**src/rtl/kyber_tw_pkg.sv**
```systemverilog
// Shared constants for the twiddle ROM read path: pass modes, ROM region bases,
// and the per-stage base/shift table also used by the ROM generator script.
package kyber_tw_pkg;

  localparam int ROM_AW           = 7;
  localparam int NUM_PE           = 16;
  localparam int COEF_W           = 12;
  localparam int ROW_W            = NUM_PE * COEF_W;
  localparam int NUM_STAGES       = 7;
  localparam int ISSUES_PER_STAGE = 8;

  localparam logic [ROM_AW-1:0] W_BASE    = 7'd0;
  localparam logic [ROM_AW-1:0] WINV_BASE = 7'd39;
  localparam logic [ROM_AW-1:0] WP_BASE   = 7'd78;

  typedef enum logic [1:0] {
    MODE_NTT  = 2'd0,
    MODE_INTT = 2'd1,
    MODE_PWM  = 2'd2,
    MODE_RSVD = 2'd3
  } tw_mode_e;

  // Early NTT stages reuse one twiddle across 2^shift consecutive issues.
  function automatic logic [ROM_AW-1:0] ntt_base(input int stage);
    logic [ROM_AW-1:0] off;
    case (stage)
      0:       off = 7'd0;
      1:       off = 7'd1;
      2:       off = 7'd3;
      3:       off = 7'd7;
      4:       off = 7'd15;
      5:       off = 7'd23;
      default: off = 7'd31;
    endcase
    return W_BASE + off;
  endfunction

  function automatic logic [1:0] ntt_shift(input int stage);
    case (stage)
      0:       return 2'd3;
      1:       return 2'd2;
      2:       return 2'd1;
      default: return 2'd0;
    endcase
  endfunction

  // The inverse transform mirrors the forward one: wide stages first, sharing at the end.
  function automatic logic [ROM_AW-1:0] intt_base(input int stage);
    logic [ROM_AW-1:0] off;
    case (stage)
      0:       off = 7'd0;
      1:       off = 7'd8;
      2:       off = 7'd16;
      3:       off = 7'd24;
      4:       off = 7'd32;
      5:       off = 7'd36;
      default: off = 7'd38;
    endcase
    return WINV_BASE + off;
  endfunction

  function automatic logic [1:0] intt_shift(input int stage);
    case (stage)
      4:       return 2'd1;
      5:       return 2'd2;
      6:       return 2'd3;
      default: return 2'd0;
    endcase
  endfunction

endpackage

```
**src/rtl/tw_addr_map.sv**
```systemverilog
// Combinational (mode, stage, cycle) -> twiddle ROM address map; mirrors the
// table the ROM generator script emits.
module tw_addr_map
  import kyber_tw_pkg::*;
(
  input  logic [1:0]        mode,
  input  logic [2:0]        stage,
  input  logic [2:0]        cyc,
  output logic [ROM_AW-1:0] addr
);

  logic [ROM_AW-1:0] ntt_addr  [NUM_STAGES];
  logic [ROM_AW-1:0] intt_addr [NUM_STAGES];

  genvar gi;
  generate
    for (gi = 0; gi < NUM_STAGES; gi++) begin : g_stage
      localparam logic [ROM_AW-1:0] NTT_B   = ntt_base(gi);
      localparam logic [1:0]        NTT_SH  = ntt_shift(gi);
      localparam logic [ROM_AW-1:0] INTT_B  = intt_base(gi);
      localparam logic [1:0]        INTT_SH = intt_shift(gi);

      logic [2:0] ntt_step;
      logic [2:0] intt_step;

      assign ntt_step      = cyc >> NTT_SH;
      assign intt_step     = cyc >> INTT_SH;
      assign ntt_addr[gi]  = NTT_B + {{(ROM_AW-3){1'b0}}, ntt_step};
      assign intt_addr[gi] = INTT_B + {{(ROM_AW-3){1'b0}}, intt_step};
    end
  endgenerate

  always_comb begin
    addr = '0;
    case (tw_mode_e'(mode))
      MODE_NTT: begin
        if (stage < 3'(NUM_STAGES)) addr = ntt_addr[stage];
      end
      MODE_INTT: begin
        if (stage < 3'(NUM_STAGES)) addr = intt_addr[stage];
      end
      MODE_PWM: addr = WP_BASE + {{(ROM_AW-3){1'b0}}, cyc};
      default:  addr = '0;
    endcase
  end

endmodule

```
**src/rtl/twiddle_addr_gen.sv**
```systemverilog
// Twiddle ROM read sequencer for NTT / INTT / PWM passes, with flags aligned to ROM dout.
// Optional inter-stage idle cycles are compiled in with TWGEN_STAGE_GAP_EN.
module twiddle_addr_gen
  import kyber_tw_pkg::*;
#(
  parameter int unsigned STAGE_GAP = 4
) (
  input  logic              clk,
  input  logic              rst_n,
  input  logic              start,
  input  logic [1:0]        mode,
  input  logic              stall,
  output logic [ROM_AW-1:0] raddr,
  output logic              tw_valid,
  output logic [2:0]        tw_stage,
  output logic              tw_last,
  output logic              busy,
  output logic              done
);

  typedef enum logic [1:0] {
    ST_IDLE  = 2'd0,
    ST_RUN   = 2'd1,
    ST_DRAIN = 2'd2
`ifdef TWGEN_STAGE_GAP_EN
    , ST_GAP = 2'd3
`endif
  } state_e;

  // With the gap feature absent the length folds to zero so no gap is ever entered.
`ifdef TWGEN_STAGE_GAP_EN
  localparam logic [3:0] GAP_LEN = 4'(STAGE_GAP);
`else
  localparam logic [3:0] GAP_LEN = 4'(STAGE_GAP) & 4'd0;
`endif

  state_e            state_q, state_d;
  logic [1:0]        mode_q, mode_d;
  logic [2:0]        cyc_q, cyc_d;
  logic [2:0]        stage_q, stage_d;
  logic [ROM_AW-1:0] raddr_q, raddr_d;
  logic              issue_q, issue_d;
  logic [2:0]        stage_p_q, stage_p_d;
  logic              last_p_q, last_p_d;
  logic              tw_valid_q, tw_valid_d;
  logic [2:0]        tw_stage_q, tw_stage_d;
  logic              tw_last_q, tw_last_d;
  logic              done_q, done_d;
  logic              busy_q, busy_d;
`ifdef TWGEN_STAGE_GAP_EN
  logic [3:0]        gap_cnt_q, gap_cnt_d;
`endif

  logic [ROM_AW-1:0] map_addr;
  logic [2:0]        final_stage;
  logic              issue;
  logic              last_issue;

  tw_addr_map u_map (
    .mode  (mode_q),
    .stage (stage_q),
    .cyc   (cyc_q),
    .addr  (map_addr)
  );

  assign final_stage = (mode_q == MODE_PWM) ? 3'd0 : 3'(NUM_STAGES - 1);

  always_comb begin
    state_d = state_q;
    mode_d  = mode_q;
    cyc_d   = cyc_q;
    stage_d = stage_q;
    raddr_d = raddr_q;
    issue   = 1'b0;
`ifdef TWGEN_STAGE_GAP_EN
    gap_cnt_d = gap_cnt_q;
`endif

    case (state_q)
      ST_IDLE: begin
        if (start && (mode != MODE_RSVD)) begin
          state_d = ST_RUN;
          mode_d  = mode;
          cyc_d   = 3'd0;
          stage_d = 3'd0;
        end
      end
      ST_RUN: begin
        if (!stall) begin
          issue   = 1'b1;
          raddr_d = map_addr;
          cyc_d   = cyc_q + 3'd1;
          if (cyc_q == 3'd7) begin
            if (stage_q == final_stage) begin
              state_d = ST_DRAIN;
            end else begin
              stage_d = stage_q + 3'd1;
              if (GAP_LEN != 4'd0) begin
`ifdef TWGEN_STAGE_GAP_EN
                state_d   = ST_GAP;
                gap_cnt_d = GAP_LEN - 4'd1;
`endif
              end
            end
          end
        end
      end
`ifdef TWGEN_STAGE_GAP_EN
      ST_GAP: begin
        if (!stall) begin
          if (gap_cnt_q == 4'd0) state_d = ST_RUN;
          else                   gap_cnt_d = gap_cnt_q - 4'd1;
        end
      end
`endif
      ST_DRAIN: state_d = ST_IDLE;
      default:  state_d = ST_IDLE;
    endcase

    last_issue = issue && (cyc_q == 3'd7) && (stage_q == final_stage);

    // Two flag stages: one matches the raddr register, one the ROM read latency.
    issue_d    = issue;
    stage_p_d  = issue ? stage_q : stage_p_q;
    last_p_d   = last_issue;
    tw_valid_d = issue_q;
    tw_stage_d = stage_p_q;
    tw_last_d  = last_p_q;
    done_d     = last_p_q;
    busy_d     = (state_q != ST_IDLE);
  end

  always_ff @(posedge clk) begin
    if (!rst_n) begin
      state_q    <= ST_IDLE;
      mode_q     <= MODE_NTT;
      cyc_q      <= 3'd0;
      stage_q    <= 3'd0;
      raddr_q    <= '0;
      issue_q    <= 1'b0;
      stage_p_q  <= 3'd0;
      last_p_q   <= 1'b0;
      tw_valid_q <= 1'b0;
      tw_stage_q <= 3'd0;
      tw_last_q  <= 1'b0;
      done_q     <= 1'b0;
      busy_q     <= 1'b0;
`ifdef TWGEN_STAGE_GAP_EN
      gap_cnt_q  <= 4'd0;
`endif
    end else begin
      state_q    <= state_d;
      mode_q     <= mode_d;
      cyc_q      <= cyc_d;
      stage_q    <= stage_d;
      raddr_q    <= raddr_d;
      issue_q    <= issue_d;
      stage_p_q  <= stage_p_d;
      last_p_q   <= last_p_d;
      tw_valid_q <= tw_valid_d;
      tw_stage_q <= tw_stage_d;
      tw_last_q  <= tw_last_d;
      done_q     <= done_d;
      busy_q     <= busy_d;
`ifdef TWGEN_STAGE_GAP_EN
      gap_cnt_q  <= gap_cnt_d;
`endif
    end
  end

  assign raddr    = raddr_q;
  assign tw_valid = tw_valid_q;
  assign tw_stage = tw_stage_q;
  assign tw_last  = tw_last_q;
  assign busy     = busy_q;
  assign done     = done_q;

endmodule

```
**config.mk**
```make
export PLATFORM = sky130hd
export DESIGN_NAME = twiddle_addr_gen
export DESIGN_NICKNAME = d
export VERILOG_FILES = /design/src/rtl/kyber_tw_pkg.sv /design/src/rtl/tw_addr_map.sv /design/src/rtl/twiddle_addr_gen.sv
export SDC_FILE = /design/constraint.sdc
export NUM_CORES = 1
export LEC_CHECK = 0
export CORE_UTILIZATION = 54
export DETAILED_ROUTE_END_ITERATION = 10
export PLACE_DENSITY = 0.84
export SLEW_MARGIN = 20
export SYNTH_ARGS = -nofsm -noshare
export SYNTH_HDL_FRONTEND = slang
export SYNTH_SLANG_ARGS = --single-unit
```
**constraint.sdc**
```tcl
create_clock -name clk -period 2.4 [get_ports clk]
set_input_delay 0.48 -clock clk [delete_from_list [all_inputs] [get_ports clk]]
set_output_delay 0.48 -clock clk [all_outputs]
set_load 0.01 [all_outputs]
```
==> Yosys cells after proc, flatten, opt, wreduce, memory -nomap -nowiden <==
Cells that the tools add are included.
{ "totals": {"ff_bits": 28, "output_inout_bits": 14, "wordCells": 78} }
{ "classes": {"add_sub_neg": 15, "n_lt_le_gt_ge": 2, "n_eq_ne": 11, "n_mux": 24, "bitwise_logic": 2, "reduce_logical": 12} }
{ "ops": {"columns": ["cell", "count"], "rows": [
  ["binary-select mux 7 bit (select 3 bit)", 2],
  ["2-to-1 mux 7 bit", 6],
  ["adder 6 x 3 -> 7 bit, first input constant", 4],
  ["case mux 7 bit (3 select lines)", 1],
  ["2-to-1 mux 3 bit", 6],
  ["adder 5 x 3 -> 6 bit, first input constant", 2],
  ["!= test 2 bit, second input constant", 6],
  ["case mux 3 bit (2 select lines)", 2],
  ["2-to-1 mux 2 bit", 4],
  ["adder 7 x 1 -> 7 bit, first input constant", 1],
  ["adder 7 x 2 -> 7 bit, first input constant", 1],
  ["adder 7 x 3 -> 7 bit, first input constant", 1],
  ["adder 3 x 1 -> 3 bit, second input constant", 2],
  ["adder 4 x 3 -> 5 bit, first input constant", 1],
  ["AND reduction 5 bit", 1],
  ["adder 3 x 3 -> 4 bit, first input constant", 1],
  ["== test 2 x 1 -> 1 bit, second input constant", 2],
  ["greater-or-equal comparator 4 bit, second input constant", 1],
  ["zero test 2 bit", 2],
  ["inverter 3 -> 4 bit", 1],
  ["case mux 2 bit (2 select lines)", 1],
  ["AND reduction 2 bit", 2],
  ["AND reduction 4 bit", 1],
  ["nonzero test 2 bit", 2],
  ["10 further kinds", 13]
]} }

==> Depth between registers and ports, before layout <==
Gate-level depths: netlist of run 1.
{ "logic_depth": {"word_depth": 7, "ltp_mapped": 10, "mapped_depth_nobuf": 10} }

==> By module <==
A second synthesis of run 1 with hierarchy kept.
{ "hier_totals": {"hier_cells": 194, "area_unflattened_um2": 1640.3} }
{ "modules_own_cells": {"columns": ["mod", "n_inst", "cells_each", "area_per_inst_um2"], "rows": [
  ["twiddle_addr_gen", 1, 114, 1117.3],
  ["tw_addr_map", 1, 80, 523.0]
]} }

==> Least setup slack after synthesis of run 1 <==
Ideal clock, no wire load.
{ "synth_path": {"path_type": "register to register", "from": "register cyc_q[2]", "to": "register raddr_q[3] (netlist: raddr[3])", "setup_time_ns": 0.122, "arrival_time_ns": 1.592, "slack_ns": 0.685, "stages_incl_launch_ff": 11, "period_less_slack_ns": 1.715, "cell_sequence": "dfxtp_1 inv_1 ha_1 nand2_1 inv_1 ha_1 mux2_2 a21oi_1 o221ai_1 nand2_1 a21boi_0"} }
{ "synth_via": {"elab_chain_len": 6} }
{ "synth_rtl": {"columns": ["element", "line", "text"], "rows": [
  ["start: declaration", "twiddle_addr_gen.sv:39", "logic [2:0] cyc_q, cyc_d;"],
  ["start signal: assignment", "twiddle_addr_gen.sv:154", "cyc_q <= cyc_d;"],
  ["adder 7 x 1 -> 7 bit (tied with other cells)", "tw_addr_map.sv:29", "assign intt_addr[gi] = INTT_B + {{(ROM_AW-3){1'b0}}, intt_step};"],
  ["binary-select mux 7 bit (select 3 bit) (on tied branches)", "tw_addr_map.sv:40, tw_addr_map.sv:37", null],
  ["2-to-1 mux 7 bit (on tied branches) (3 in a row)", "tw_addr_map.sv:40, tw_addr_map.sv:37", null],
  ["case mux 7 bit (3 select lines) *", "tw_addr_map.sv:35", "case (tw_mode_e'(mode))"],
  ["end signal: assignment", "twiddle_addr_gen.sv:156", "raddr_q <= raddr_d;"],
  ["end: declaration", "twiddle_addr_gen.sv:41", "logic [ROM_AW-1:0] raddr_q, raddr_d;"]
]} }
Every way passes the cells marked *; elsewhere a longest branch is shown, timed or not. The select of a mux whose other input is x is not followed.
A chain may end at the register's enable or synchronous reset.

==> Worst setup path after layout of run 1 <==
Ends and elaborated chain as after synthesis.

==> results of run 1 <==
[sequential cells by signal (all words and copies together), names as in the netlist]
| signal | count |
|---|---|
| raddr | 7 |
| cyc_q | 3 |
| stage_q | 3 |
| tw_valid | 1 |
| busy | 1 |
| mode_q | 2 |
| tw_stage | 3 |
| stage_p_q | 3 |
| state_q | 2 |
| issue_q | 1 |
| done | 1 |
| done_d | 1 |
[layout by cell type, fill, tap and decap left out, drive strengths merged, types with 6 or more instances in the layout]
cell	count
dfxtp	28
clkdlybuf4s50	19
nand2	16
nor2	15
a21oi	11
ha	9
and2	8
inv	7
nor2b	7
nand3	7
buf	6
o21ai	6
[worst paths after layout]
| check | endpoint | slack (ns) | cells past startpoint |
|---|---|---|---|
| setup / recovery | raddr[3] | 0.38 | 10 |
| hold / removal | tw_valid | 0.45 | 1 |
| setup reg to reg | raddr[3] | 0.38 | 10 |
| hold reg to reg | tw_valid | 0.45 | 1 |
[cell type report]
class	count	area [um^2]	share of cell area (%)
sequential	28	560.5	30.27
clock inverter	1	30.03	1.622
timing repair buffer	25	235.2	12.70
inverter	9	33.78	1.824
tap	31	38.79	2.095
multi-input combinational	134	930.9	50.27
clock buffer	3	22.52	1.216
[cell families (layout without fill, tap and decap cells)]
| kind of cell | Yosys count | in the layout | synth area share (%) |
|---|---|---|---|
| adder cells (fa/ha/maj) | 9 | 9 | 7.070 |
| multiplexers | 5 | 5 | 3.221 |
| AO/OA/AOI/OAI | 50 | 50 | 24.35 |
| AND/OR/NAND/NOR | 68 | 68 | 22.70 |
| XOR/XNOR | 2 | 2 | 1.100 |
| buffers and inverters | 23 | 38 | 6.363 |
| flip-flops | 28 | 28 | 35.19 |
[where the power goes]
group	leakage, nW	internal, mW	switching (mW)
clock network	0.0279	0.169	0.146
registers	0.227	0.482	0.0149
logic	0.444	0.0693	0.0726
[routing by layer]
layer | routed length [um] | part of all wire [%]
met1 | 1587 | 46
met2 | 1605 | 47
met3 | 229 | 6.7
met4 | 10 | 0.29
met5 | 0 | 0
==> summary.txt, run 1 <==
area of the core - 0.002781 mm^2
GR Util met3 - 3.456%
Crit path max-delay family - flip-flops
final WL - 3433 um
CP Cell Sequence - inv_1, ha_1, nand2_1, inv_1, ha_1, mux2_2, a21oi_1, o221ai_1, nand2_1, a21boi_0
# IOs - 20
Crit. Startpoint - cyc_q[2]
Clock Latency Late Sink - 0.34 ns
starting density of the core - 57.26%
Antenna diodes - 0
critical path peak fanout - 6
leading area contributor after synthesis - dfxtp_1
FFs w/ async S/R, synth - 0%
Post-synth EDFFs - 0
Critical R2R Launch - cyc_q[2]
Critical path buffers and inverters - 2
Max VDD drop - 0.0004480 V
Placement Cell Area - 0.001799 mm^2
H-tree levels - 1
final setup violation count - 0
outcome - complete, no violations
hold_ws - 0.4528 ns
clock slew at reported path FFs - 0.16 ns
Max stage delay on crit path - 0.47 ns
cell with the most instances after synthesis - dfxtp_1
vias per cell - 6.095
grt met2 use - 38.27%
wire per inst - 14.86 um
post-synth net total - 200
Syn Area/Cell - 8.610 um^2
fin util - 66.58%
slew margin rel. - 54.29%
Hold WC Path Type - flop to flop
P per Cell Area - 515.0 mW/mm^2
max_cap viols - 0
Worst Setup End Kind - flop
fmax - 494.6 MHz
CTS tree - done
synth warn - 0
CP required - 2.63 ns
die area - 0.003171 mm^2
PortBufs - 19
clock sinks - 28
startpoint type of the worst setup path - flop
clk buf depth - 2
register area share after synthesis - 35.19%
top cell type's share of synthesized area - 35.19%
max-slew violation count - 0
fin crit share - 84.24%
cell count after placement - 227
DP Worst Slack - 0.2272 ns
post-route cell area - 0.001852 mm^2
GR Util All Layers - 23.10%
initial antenna violation count - 0
post-CTS setup buffer count - 0
Vias - 1,408
largest net degree at the start of global routing - 22
Synth cell types - 51
Net count, final - 216
Post-synth top flop - dfxtp_1
Worst-Margin Slew - 0.6848 ns
M1 GR Usage - 32.21%
share of cells above drive strength 1 - 9.500%
FP Rows - 19
global-route wire length before repair - 5920 um
Yosys reg bits - 28
GRT Max-Usage Layer - met2
area grow syn2layout - 16.26%
Area contributors post-synth - dfxtp_1 (35%), ha_1 (7.1%), nand2_1 (3.8%), nor2_1 (3.5%), a21oi_1 (3.5%)
Fin. Hold Viols - 0
Slowest cell on crit path - dfxtp_1
hold bufs inserted after CTS - 0
DRT iter0 DRCs - 55
unrepaired setup endpoints after global routing - no
vias in the first global route - 1,297
Total Power - 953.6 uW
first drt pass iteration count - 5
cts bufs inserted - 3
Gate Count Post-Synth - 185
Synth Cell Area - 0.001593 mm^2
Placer Congestion - 0.8901
grt total ovfl - 0
crit path kind - flop to flop
Hold Startpoint - issue_q
Clock Tree Root - clkbuf_4
number of fill cells - 219
Final Non-Filler Cells - 231
drt drc - 0
CTS resizes - 0
post-DP HPWL - 2426 um
Commonest cells post-synth - dfxtp_1 (28), nand2_1 (16), nor2_1 (15), a21oi_1 (11), ha_1 (9)
antenna-violating nets left - 0
clock tree skew after final layout - 0.009163 ns
Period minus WS final - 2.022 ns
setup ws final - 0.3782 ns
setup TNS - 0 ns
Leakage - 0.6996 nW
die width - 56.31 um
die height - 56.31 um
Data arrival, critical path - 2.26 ns
Power figures use the tool's default switching activity.
==> run 2, diff against run 1 <==
==> constraint.sdc (replaced) <==
create_clock -name clk -period 1.95 [get_ports clk]
set_input_delay 0.39 -clock clk [delete_from_list [all_inputs] [get_ports clk]]
set_output_delay 0.39 -clock clk [all_outputs]
set_load 0.01 [all_outputs]
==> summary.txt, run 2 (synthesis results as in run 1) <==
vias in the first global route - 1,458
grt total ovfl - 0
wire per inst - 15.64 um
final setup violation count - 0
Net count, final - 226
critical path peak fanout - 4
Placer Congestion - 0.8840
Max VDD drop - 0.0006873 V
share of cells above drive strength 1 - 15.24%
CTS tree - done
Period minus WS final - 1.859 ns
global-route wire length before repair - 6127 um
clk buf depth - 2
GR Util All Layers - 24.42%
Worst-Margin Slew - 0.4622 ns
unrepaired setup endpoints after global routing - no
die area - 0.003171 mm^2
hold_ws - 0.4637 ns
slew margin rel. - 69.14%
P_int - 898.9 uW
Final Non-Filler Cells - 241
initial antenna violation count - 0
max FFs per register - 7
net switching power - 288.6 uW
Antenna diodes - 0
crit path kind - flop to flop
clock sinks - 28
DRT iter0 DRCs - 53
fin crit share - 95.33%
fmax - 537.9 MHz
Sequential Power Share - 51.4%
clock slew at reported path FFs - 0.15 ns
Leakage - 0.7538 nW
post-DP HPWL - 2715 um
most frequent cells in the layout - dfxtp_1 (27), clkdlybuf4s50_1 (19), nand2_1 (16), buf_4 (16), nor2_1 (15)
startpoint type of the worst setup path - flop
Total Power - 1.188 mW
die height - 56.31 um
Hold WC Path Type - flop to flop
P per Cell Area - 612.3 mW/mm^2
FP Rows - 19
post-CTS setup buffer count - 0
starting density of the core - 57.26%
Clock Tree Root - clkbuf_4
PortBufs - 19
max-slew violation count - 0
CP required - 2.22 ns
Vias - 1,459
cell count after placement - 237
largest net degree at the start of global routing - 26
vias per cell - 6.054
drt drc - 0
area of the core - 0.002781 mm^2
# IOs - 20
Clock Latency Late Sink - 0.34 ns
final WL - 3770 um
Data arrival, critical path - 2.13 ns
power share of the clock group - 32.0%
outcome - complete, no violations
Worst Setup End Kind - flop
clock tree skew after final layout - 0.005727 ns
Comb pwr share - 16.6%
hold bufs inserted after CTS - 0
switch share - 24.31%
max_cap viols - 0
first drt pass iteration count - 4
Fin. Hold Viols - 0
die width - 56.31 um
cts bufs inserted - 3
commonest non-fill, non-tap cell in the layout - dfxtp_1
area grow syn2layout - 21.76%
antenna-violating nets left - 0
H-tree levels - 1
[run 2: metal layers]
layer  GRT usage [%]  vias to the layer above  share of wire (%)
li1                -                      713                  -
met1           28.38                      671                 42
met2           41.67                       64                 49
met3           6.452                       11                6.4
met4           11.50                        0                2.5
met5               0                        -                  0
[run 2: worst paths after layout]
path	slack, ns	end	cells after the start	from
max	0.09	raddr[2]	8	cyc_q[1]
min	0.46	done	1	done_d
max reg2reg	0.09	raddr[2]	8	cyc_q[1]
min reg2reg	0.46	done	1	done_d
[run 2: repair_timing]
| action | in CTS | in global routing |
|---|---|---|
| endpoints found under the setup margin | 0 | 2 |
| resized for setup | 0 | 3 |
| endpoints found under the hold margin | 0 | 0 |
[run 2: per-stage QoR]
stage / setup TNS, ns / cell area [um^2] / setup slack (ns) / utilization (%)
finish: 0 / 1939 / 0.09103 / 69.73
floorplan: 0 / 1593 / 0.2355 / -
CTS: 0 / 1927 / 0.02686 / 69.28
global route: 0 / 1939 / 0.004460 / 69.73
detailed placement: -0.1735 / 1874 / -0.1216 / 67.39
global placement: -0.06613 / 1874 / -0.06613 / 67.39
[run 2: final cells by class]
type / instances / area, um^2
clock buffers: 3 / 22.52
clock inverters: 1 / 30.03
fillers: 229 / 842.1
inverters: 9 / 33.78
multi-input cells: 134 / 942.2
flip-flops and latches: 28 / 561.8
well taps: 31 / 38.79
repair buffers: 35 / 310.3
[run 2: power by group through the flow]
| stage | combinational, mW | clock, mW | sequential (mW) |
|---|---|---|---|
| 2_1_floorplan | 0.119 | 0 | 0.619 |
| 6_report | 0.197 | 0.381 | 0.610 |
| 4_1_cts | 0.192 | 0.387 | 0.610 |
| 5_1_grt | 0.213 | 0.413 | 0.613 |
| 3_5_place_dp | 0.191 | 0 | 0.622 |
| 3_3_place_gp | 0.183 | 0 | 0.621 |
[run 2: worst max-delay path, stage by stage (launching register included)]
cell and delay [ns]:
dfxtp_2 0.38, inv_1 0.09, ha_1 0.19, ha_1 0.32
mux2i_1 0.15, nand3_1 0.10, a221oi_1 0.30, a211oi_1 0.11
nor3_1 0.15
